<file path="src/rtl/sys_ctrl_rx_cmd.sv">
// Command decoder that sits directly after the UART receiver.
// It collects validated RX bytes into multi-byte commands, drives register-file
// writes and reads and ALU starts, and returns read or ALU results to the UART
// transmitter through a push/busy handshake.
//
// Ports:
//   clk, rstn                  system clock; asynchronous active-low reset
//   rx_p_data, rx_d_valid      received byte and its one-cycle valid strobe
//   rf_rd_data, rf_rd_valid    register-file read response
//   alu_out, alu_out_valid     ALU result and its one-cycle valid strobe
//   tx_busy                    transmitter busy; a push is only made while it is low
//   rf_addr, rf_wr_en,
//   rf_wr_data, rf_rd_en       register-file access
//   alu_en, alu_fun            ALU start strobe and function select (held)
//   clk_gate_en                ALU clock-gate enable
//   tx_p_data, tx_d_valid      byte to transmit and its one-cycle push strobe
//   cmd_error                  one-cycle strobe for an unknown opcode
module sys_ctrl_rx_cmd #(
  parameter int unsigned DATA_WIDTH    = 8,
  parameter int unsigned ADDR_WIDTH    = 4,
  parameter int unsigned ALU_OUT_WIDTH = 16,
  parameter int unsigned ALU_FUN_WIDTH = 4
) (
  input  logic                     clk,
  input  logic                     rstn,
  input  logic [DATA_WIDTH-1:0]    rx_p_data,
  input  logic                     rx_d_valid,
  input  logic [DATA_WIDTH-1:0]    rf_rd_data,
  input  logic                     rf_rd_valid,
  input  logic [ALU_OUT_WIDTH-1:0] alu_out,
  input  logic                     alu_out_valid,
  input  logic                     tx_busy,
  output logic [ADDR_WIDTH-1:0]    rf_addr,
  output logic                     rf_wr_en,
  output logic [DATA_WIDTH-1:0]    rf_wr_data,
  output logic                     rf_rd_en,
  output logic                     alu_en,
  output logic [ALU_FUN_WIDTH-1:0] alu_fun,
  output logic                     clk_gate_en,
  output logic [DATA_WIDTH-1:0]    tx_p_data,
  output logic                     tx_d_valid,
  output logic                     cmd_error
);

  localparam logic [DATA_WIDTH-1:0] OpWr      = DATA_WIDTH'(8'hAA);
  localparam logic [DATA_WIDTH-1:0] OpRd      = DATA_WIDTH'(8'hBB);
  localparam logic [DATA_WIDTH-1:0] OpAluOp   = DATA_WIDTH'(8'hCC);
  localparam logic [DATA_WIDTH-1:0] OpAluNoOp = DATA_WIDTH'(8'hDD);

  typedef enum logic [3:0] {
    StIdle,
    StWrAddr,
    StWrData,
    StRdAddr,
    StRdWait,
    StAluA,
    StAluB,
    StAluFun,
    StAluWait,
    StTxB0,
    StTxWait,
    StTxB1
  } state_e;

  state_e state_q, state_d;

  logic [ADDR_WIDTH-1:0]    rf_addr_q, rf_addr_d;
  logic [DATA_WIDTH-1:0]    rf_wr_data_q, rf_wr_data_d;
  logic [ALU_FUN_WIDTH-1:0] alu_fun_q, alu_fun_d;
  logic                     clk_gate_q, clk_gate_d;
  logic [DATA_WIDTH-1:0]    tx_p_data_q, tx_p_data_d;
  logic                     rf_wr_en_q, rf_wr_en_d;
  logic                     rf_rd_en_q, rf_rd_en_d;
  logic                     alu_en_q, alu_en_d;
  logic                     tx_valid_q, tx_valid_d;
  logic                     cmd_error_q, cmd_error_d;

  // Reply buffer and handshake bookkeeping.
  logic [DATA_WIDTH-1:0]    byte0_q, byte0_d;
  logic [DATA_WIDTH-1:0]    byte1_q, byte1_d;
  logic                     two_byte_q, two_byte_d;   // reply carries byte1 as well
  logic                     second_q, second_d;       // push in flight is byte1
  logic                     seen_busy_q, seen_busy_d; // busy seen high since the last push

  always_comb begin
    state_d      = state_q;
    rf_addr_d    = rf_addr_q;
    rf_wr_data_d = rf_wr_data_q;
    alu_fun_d    = alu_fun_q;
    clk_gate_d   = clk_gate_q;
    tx_p_data_d  = tx_p_data_q;
    byte0_d      = byte0_q;
    byte1_d      = byte1_q;
    two_byte_d   = two_byte_q;
    second_d     = second_q;
    seen_busy_d  = seen_busy_q;
    rf_wr_en_d   = 1'b0;
    rf_rd_en_d   = 1'b0;
    alu_en_d     = 1'b0;
    tx_valid_d   = 1'b0;
    cmd_error_d  = 1'b0;

    // The gate drops the cycle after the result arrives; a new ALU opcode below overrides.
    if (alu_out_valid) begin
      clk_gate_d = 1'b0;
    end

    unique case (state_q)
      StIdle: begin
        if (rx_d_valid) begin
          if (rx_p_data == OpWr) begin
            state_d = StWrAddr;
          end else if (rx_p_data == OpRd) begin
            state_d = StRdAddr;
          end else if (rx_p_data == OpAluOp) begin
            state_d    = StAluA;
            clk_gate_d = 1'b1;
          end else if (rx_p_data == OpAluNoOp) begin
            state_d    = StAluFun;
            clk_gate_d = 1'b1;
          end else begin
            cmd_error_d = 1'b1;
          end
        end
      end
      StWrAddr: begin
        if (rx_d_valid) begin
          rf_addr_d = rx_p_data[ADDR_WIDTH-1:0];
          state_d   = StWrData;
        end
      end
      StWrData: begin
        if (rx_d_valid) begin
          rf_wr_data_d = rx_p_data;
          rf_wr_en_d   = 1'b1;
          state_d      = StIdle;
        end
      end
      StRdAddr: begin
        if (rx_d_valid) begin
          rf_addr_d  = rx_p_data[ADDR_WIDTH-1:0];
          rf_rd_en_d = 1'b1;
          state_d    = StRdWait;
        end
      end
      StRdWait: begin
        if (rf_rd_valid) begin
          byte0_d    = rf_rd_data;
          two_byte_d = 1'b0;
          state_d    = StTxB0;
        end
      end
      StAluA: begin
        if (rx_d_valid) begin
          rf_addr_d    = '0;
          rf_wr_data_d = rx_p_data;
          rf_wr_en_d   = 1'b1;
          state_d      = StAluB;
        end
      end
      StAluB: begin
        if (rx_d_valid) begin
          rf_addr_d    = ADDR_WIDTH'(1);
          rf_wr_data_d = rx_p_data;
          rf_wr_en_d   = 1'b1;
          state_d      = StAluFun;
        end
      end
      StAluFun: begin
        if (rx_d_valid) begin
          alu_fun_d = rx_p_data[ALU_FUN_WIDTH-1:0];
          alu_en_d  = 1'b1;
          state_d   = StAluWait;
        end
      end
      StAluWait: begin
        if (alu_out_valid) begin
          byte0_d    = alu_out[DATA_WIDTH-1:0];
          byte1_d    = alu_out[DATA_WIDTH +: DATA_WIDTH];
          two_byte_d = 1'b1;
          state_d    = StTxB0;
        end
      end
      StTxB0: begin
        if (!tx_busy) begin
          tx_p_data_d = byte0_q;
          tx_valid_d  = 1'b1;
          second_d    = 1'b0;
          seen_busy_d = 1'b0;
          state_d     = StTxWait;
        end
      end
      StTxWait: begin
        if (tx_busy) begin
          seen_busy_d = 1'b1;
        end else if (seen_busy_q) begin
          state_d = (two_byte_q && !second_q) ? StTxB1 : StIdle;
        end
      end
      StTxB1: begin
        if (!tx_busy) begin
          tx_p_data_d = byte1_q;
          tx_valid_d  = 1'b1;
          second_d    = 1'b1;
          seen_busy_d = 1'b0;
          state_d     = StTxWait;
        end
      end
      default: state_d = StIdle;
    endcase
  end

  always_ff @(posedge clk or negedge rstn) begin
    if (!rstn) begin
      state_q      <= StIdle;
      rf_addr_q    <= '0;
      rf_wr_data_q <= '0;
      alu_fun_q    <= '0;
      clk_gate_q   <= 1'b0;
      tx_p_data_q  <= '0;
      rf_wr_en_q   <= 1'b0;
      rf_rd_en_q   <= 1'b0;
      alu_en_q     <= 1'b0;
      tx_valid_q   <= 1'b0;
      cmd_error_q  <= 1'b0;
      byte0_q      <= '0;
      byte1_q      <= '0;
      two_byte_q   <= 1'b0;
      second_q     <= 1'b0;
      seen_busy_q  <= 1'b0;
    end else begin
      state_q      <= state_d;
      rf_addr_q    <= rf_addr_d;
      rf_wr_data_q <= rf_wr_data_d;
      alu_fun_q    <= alu_fun_d;
      clk_gate_q   <= clk_gate_d;
      tx_p_data_q  <= tx_p_data_d;
      rf_wr_en_q   <= rf_wr_en_d;
      rf_rd_en_q   <= rf_rd_en_d;
      alu_en_q     <= alu_en_d;
      tx_valid_q   <= tx_valid_d;
      cmd_error_q  <= cmd_error_d;
      byte0_q      <= byte0_d;
      byte1_q      <= byte1_d;
      two_byte_q   <= two_byte_d;
      second_q     <= second_d;
      seen_busy_q  <= seen_busy_d;
    end
  end

  assign rf_addr     = rf_addr_q;
  assign rf_wr_en    = rf_wr_en_q;
  assign rf_wr_data  = rf_wr_data_q;
  assign rf_rd_en    = rf_rd_en_q;
  assign alu_en      = alu_en_q;
  assign alu_fun     = alu_fun_q;
  assign clk_gate_en = clk_gate_q;
  assign tx_p_data   = tx_p_data_q;
  assign tx_d_valid  = tx_valid_q;
  assign cmd_error   = cmd_error_q;

endmodule
</file>
<file path="config.mk">
export PLATFORM = sky130hd
export DESIGN_NAME = sys_ctrl_rx_cmd
export DESIGN_NICKNAME = d
export VERILOG_FILES = /design/src/rtl/sys_ctrl_rx_cmd.sv
export SDC_FILE = /design/constraint.sdc
export NUM_CORES = 1
export LEC_CHECK = 0
export CORE_ASPECT_RATIO = 0.9
export CORE_MARGIN = 10
export CORE_UTILIZATION = 52
export DETAILED_ROUTE_END_ITERATION = 8
export PLACE_DENSITY = 0.92
export SYNTH_ARGS = -nofsm -noshare
export SYNTH_HDL_FRONTEND = slang
export SYNTH_SLANG_ARGS = --single-unit
</file>
<file path="constraint.sdc">
create_clock -name clk -period 5.43 [get_ports clk]
set_clock_uncertainty 0.05 [all_clocks]
set_input_delay 1.086 -clock clk [delete_from_list [all_inputs] [get_ports clk]]
set_output_delay 1.086 -clock clk [all_outputs]
set_load 0.03 [all_outputs]
</file>
==> results.md, run 1 <==
* First-pass GRT wire length at 10600 um
* Slowest cell on crit path: clkdlybuf4s50_1
* Commonest non-fill, non-tap cell in the layout: clkdlybuf4s50_1
* Final min period at 2.72 ns
* Final core utilization at 0.717
* Hold Path Sink: byte1_q[3]$_DFFE_PN0P_
* Unrepaired setup endpoints after global routing: no
* Hold Crit Depth at 1
* CP bufs+invs at 1
* Grt ovf at 0
* R2R cell count at 3
* Crit Path Category: in2reg
* Placed cell areas at 3180 um2
* Tot GR Track Use at 0.166
* CTS resizes at 0
* DP Wirelength at 4770 um
* Arrival @ worst endpoint at 2.87 ns
* Share of cells above drive strength 1 at 0.151
* Status: finished clean
* Die height at 85.6 um
* Period utilisation layout at 0.501
* Crit. End Element: flop
* Crit-path leading delay family: simple AND/OR/NAND/NOR gates
* Initial antenna violation count at 0
* Core area at 4550 um2
* Synth Register Bits at 53
* Iteration-0 DRC Markers at 215
* Final WL at 6360 um
* VDD IR max at 0.415 mV
* Min-delay worst type: reg2reg
* Worst slew pin tran at 1.03 ns
* P_leak at 1.33 nW
* Startpoint Class: input pin
* Synth top area share at 0.534
* Routed Antenna Nets at 0
* Vias per std cell at 5.72
* Synth cell types at 48
* Slew headroom at 0.310
* Async SR Flop Fraction at 1.00
* Syn avg cell area at 11.7 um2
* Port bufs at 67
* Sink Count at 53
* Placed Cells at 333
* Crit-path cells: clkdlybuf4s50_1 > nor3b_1 > o21bai_1 > and4_1 > a2111o_1
* Worst-path fanout max at 5
* Sequential share of the synthesized area at 0.534
* Total chip power at 1.79 mW
* R2R Setup Slk at 3.01 ns
* Number of synthesized flops with an enable pin at 0
* Setup TNS Final at 0 ns
* Most frequent cells in the layout: clkdlybuf4s50_1, dfrtp_1, mux2_2
* CTS root buffer: clkbuf_8
* Drt drc at 0
* CTS tree: done
* Final setup viols at 0
* Total CTS buffers at 5
* Via Count at 1949
* Initial core utilization at 0.546
* Ys flop type: dfrtp_1
* Clk pin slew, worst setup/hold paths at 0.09 ns
* DP Worst Slack at 2.40 ns
* Die W at 92.9 um
* Max-cap violations at 0
* Final GP Congestion at 0.900
* Worst hold margin at 0.460 ns
* Clock Latency Late Sink at 0.32 ns
* Ports at 68
* PnR worst setup slack at 2.71 ns
* Hold buffer count at cts at 0
* Post-route cell area at 3260 um2
* Area contributors post-synth: dfrtp_1, mux2_2, mux2i_1
* Rows at 23
* Ant. Diodes at 0
* R2r endpoint: second_q$_DFFE_PN0P_
* DR pass1 iterations at 4
* HP Start: byte1_q[3]$_DFFE_PN0P_
* CP peak stage delay at 0.47 ns
* Layout area overhead at 31.2%
* NumNets Final at 316
* Pwr dens at 548 nW/um2
* Max-slew violations at 0
* YS warnings at 0
* Final Hold Viols at 0
* Worst r2r src: state_q[2]$_DFFE_PN0P_
* Htree depth at 2
* Vias in the first global route at 2019
* Setup repair bufs after CTS at 0
* Post-DR wirelength/cell at 18.7 um
* Synth area leader: dfrtp_1
* Req. time, crit path at 5.58 ns
* Synthesized Nets at 251
* Maximum number of pins on one net before global-route repair at 54
* Die area at 7940 um2
* Cell count after synthesis at 213
* Clock Path Buffers at 2
* Max Clk Rate at 0.367 GHz
* Cell Area, Synth at 2480 um2
* Final Non-Filler Cells at 341
## state kept, by name, summed over array words and instances (netlist names)
| register | flops |
|---|---|
| seen_busy_q | 1 |
| clk_gate_en | 1 |
| rf_rd_en | 1 |
| tx_p_data | 8 |
| cmd_error | 1 |
| rf_wr_data | 8 |
| rf_wr_en | 1 |
| tx_d_valid | 1 |
| rf_addr | 4 |
| alu_fun | 4 |
| two_byte_q | 1 |
| alu_en | 1 |
| second_q | 1 |
| byte1_q | 8 |
| byte0_q | 8 |
| state_q | 4 |
## final cells by class
class,instances,area [um2]
Tap cell,62,77.6
Clock buffer,6,72.6
Multi-Input combinational cell,137,1050
Inverter,13,48.8
Fill cell,331,1290
Timing Repair Buffer,68,673
Clock inverter,2,10.0
Sequential cell,53,1330
## cells in the mapped netlist (2+ instances only)
master and number:
a21oi_1 11, inv_1 13, mux2i_1 9, dfrtp_1 53, o22ai_1 8, nand3_1 3
nor3_1 3, nor2b_1 7, o21bai_1 2, buf_2 4, clkbuf_1 3, nand2_1 4
or3_1 2, o2111a_1 2, xnor2_1 2, nand2b_1 5, buf_4 2, o21ai_0 7
a31oi_1 8, nor2_1 12, nor4bb_1 2, mux2_2 25
## cell families after synthesis
| group | count (synthesis) | synth area share |
|---|---|---|
| and+or+nand+nor | 50 | 0.119 |
| muxes | 34 | 0.150 |
| xor gates and xnor gates | 2 | 0.00705 |
| buffers and inverters | 23 | 0.0428 |
| DFF | 53 | 0.534 |
| AOI/OAI and AO/OA | 51 | 0.148 |
## worst max-delay path by stage
stage                        startpoint                endpoint  slack [ns]  depth (start not counted)
after floorplan           alu_out_valid  state_q[2]$_DFFE_PN0P_        3.07                          4
after detailed placement   rx_p_data[5]  state_q[2]$_DFFE_PN0P_        2.40                          5
after CTS                  rx_p_data[5]  state_q[2]$_DFFE_PN0P_        2.72                          5
final                     alu_out_valid  state_q[2]$_DFFE_PN0P_        2.71                          5
after global routing       rx_p_data[5]  state_q[2]$_DFFE_PN0P_        2.62                          5
after global placement          tx_busy    second_q$_DFFE_PN0P_        2.50                          3
## power by group
part | switching (mW) | internal [mW] | total, mW
logic | 0.462 | 0.396 | 0.858
clock network | 0.128 | 0.0897 | 0.218
registers | 0.143 | 0.567 | 0.710
total | 0.734 | 1.05 | 1.79
## metal layers
metal | share of wire | vias up | global-route usage
li1 | - | 906 | -
met5 | 0 | - | 0
met4 | 0.013 | 0 | 0.0574
met2 | 0.51 | 58 | 0.271
met3 | 0.063 | 6 | 0.0497
met1 | 0.41 | 979 | 0.203
(Power assumes the default switching activity.)
==> inputs of run 2 (changes only) <==
--- a/config.mk
+++ b/config.mk
@@ -7,9 +7,9 @@
 export LEC_CHECK = 0
 export CORE_ASPECT_RATIO = 0.9
 export CORE_MARGIN = 10
-export CORE_UTILIZATION = 52
+export CORE_UTILIZATION = 48
 export DETAILED_ROUTE_END_ITERATION = 8
-export PLACE_DENSITY = 0.92
+export PLACE_DENSITY = 0.87
 export SYNTH_ARGS = -nofsm -noshare
 export SYNTH_HDL_FRONTEND = slang
 export SYNTH_SLANG_ARGS = --single-unit
==> constraint.sdc (replaced) <==
create_clock -name clk -period 2.7 [get_ports clk]
set_clock_uncertainty 0.05 [all_clocks]
set_input_delay 0.54 -clock clk [delete_from_list [all_inputs] [get_ports clk]]
set_output_delay 0.54 -clock clk [all_outputs]
set_load 0.03 [all_outputs]
==> results.md, run 2 (synthesized netlist as in run 1, its figures left out) <==
* Status: finished clean
* Ports at 68
* Die area at 8460 um2
* Via Count at 1935
* Final Hold Viols at 0
* Final WL at 6560 um
* Die height at 88.2 um
* Hold buffer count at cts at 0
* DP Wirelength at 4950 um
* Die W at 95.8 um
* Rows at 24
* First-pass GRT wire length at 10800 um
* CTS tree: done
* Most frequent cells in the layout: clkdlybuf4s50_1, dfrtp_1, mux2_2
* Crit Path Category: reg2reg
* Vias per std cell at 5.53
* Unrepaired setup endpoints after global routing: no
* Max Clk Rate at 0.456 GHz
* Pwr dens at 1100 nW/um2
* P_leak at 1.37 nW
* Layout area overhead at 33.8%
* Tot GR Track Use at 0.162
* Crit. End Element: flop
* Vias in the first global route at 2026
* Drt drc at 0
* Max-cap violations at 0
* Initial core utilization at 0.504
* Period utilisation layout at 0.812
* Final setup viols at 0
* Max-slew violations at 0
* Iteration-0 DRC Markers at 126
* Worst slew pin tran at 0.647 ns
* Total CTS buffers at 5
* Clk pin slew, worst setup/hold paths at 0.09 ns
* Htree depth at 2
* Routed Antenna Nets at 0
* Arrival @ worst endpoint at 2.34 ns
* Req. time, crit path at 2.84 ns
* Ant. Diodes at 0
* Final min period at 2.19 ns
* Sink Count at 53
* Share of cells above drive strength 1 at 0.172
* Final Non-Filler Cells at 350
* Core area at 4920 um2
* Setup TNS Final at 0 ns
* DR pass1 iterations at 4
* Slew headroom at 0.569
* Worst-path fanout max at 16
* NumNets Final at 322
* CTS root buffer: clkbuf_8
* Port bufs at 67
* Worst hold margin at 0.278 ns
* Placed Cells at 342
* Clock Latency Late Sink at 0.30 ns
* Commonest non-fill, non-tap cell in the layout: clkdlybuf4s50_1
* Maximum number of pins on one net before global-route repair at 54
* Clock Path Buffers at 2
* CTS resizes at 0
* Final GP Congestion at 0.869
* Setup repair bufs after CTS at 0
* Post-DR wirelength/cell at 18.7 um
* Grt ovf at 0
* Startpoint Class: flop
* Initial antenna violation count at 0
* VDD IR max at 0.628 mV
* Min-delay worst type: in2async
==> run 2: cell types whose count changed in the layout (fill, tap and decap cells not counted), sizes merged <==
cell | before | now
buf | 2 | 8
==> run 2: per-layer routing <==
metal,track usage,up-vias,share of wire
met3,0.0364,8,0.057
met5,0,-,0
met1,0.210,942,0.42
met2,0.263,62,0.51
li1,-,923,-
met4,0.0522,0,0.013
==> run 2: final timing paths <==
check	from	endpoint	slack [ns]	depth (start not counted)
max	state_q[1]$_DFFE_PN0P_	state_q[2]$_DFFE_PN0P_	0.51	4
min	rstn	byte1_q[6]$_DFFE_PN0P_	0.28	2
max reg2reg	state_q[1]$_DFFE_PN0P_	state_q[2]$_DFFE_PN0P_	0.51	4
min reg2reg	alu_fun[1]$_DFFE_PN0P_	alu_fun[1]$_DFFE_PN0P_	0.46	1
max in group asynchronous	rstn	seen_busy_q$_DFFE_PN0P_	1.88	2
min in group clk	alu_fun[1]$_DFFE_PN0P_	alu_fun[1]$_DFFE_PN0P_	0.46	1
==> run 2: per-stage QoR <==
step                setup WS, ns  cell area, um2   util  power, mW
global placement           0.343            3230  0.655       3.14
finish                     0.509            3320  0.675       3.66
global route               0.368            3320  0.675       3.88
CTS                        0.535            3320  0.675       3.68
floorplan                  0.887            2480      -       2.50
detailed placement         0.210            3230  0.655       3.21
==> run 2: area by class of cell <==
class	instances	area, um2
timing repair buffer	74	718
inverter	13	48.8
clock buffer	6	82.6
clock inverter	2	13.8
multi-input combinational	137	1050
fill	378	1600
tap	65	81.3
sequential	53	1330
==> run 2: critical path, cell delays in order (launching register included) <==
cell,delay (ns)
dfrtp_1,0.69
or2_1,0.42
a32oi_2,0.28
and4_1,0.26
a2111o_1,0.37
==> run 2: report_power, final <==
group          total, mW  internal, mW  switching [mW]
clock network      0.467         0.208           0.258
registers           1.41          1.14           0.273
logic               1.78         0.816           0.962
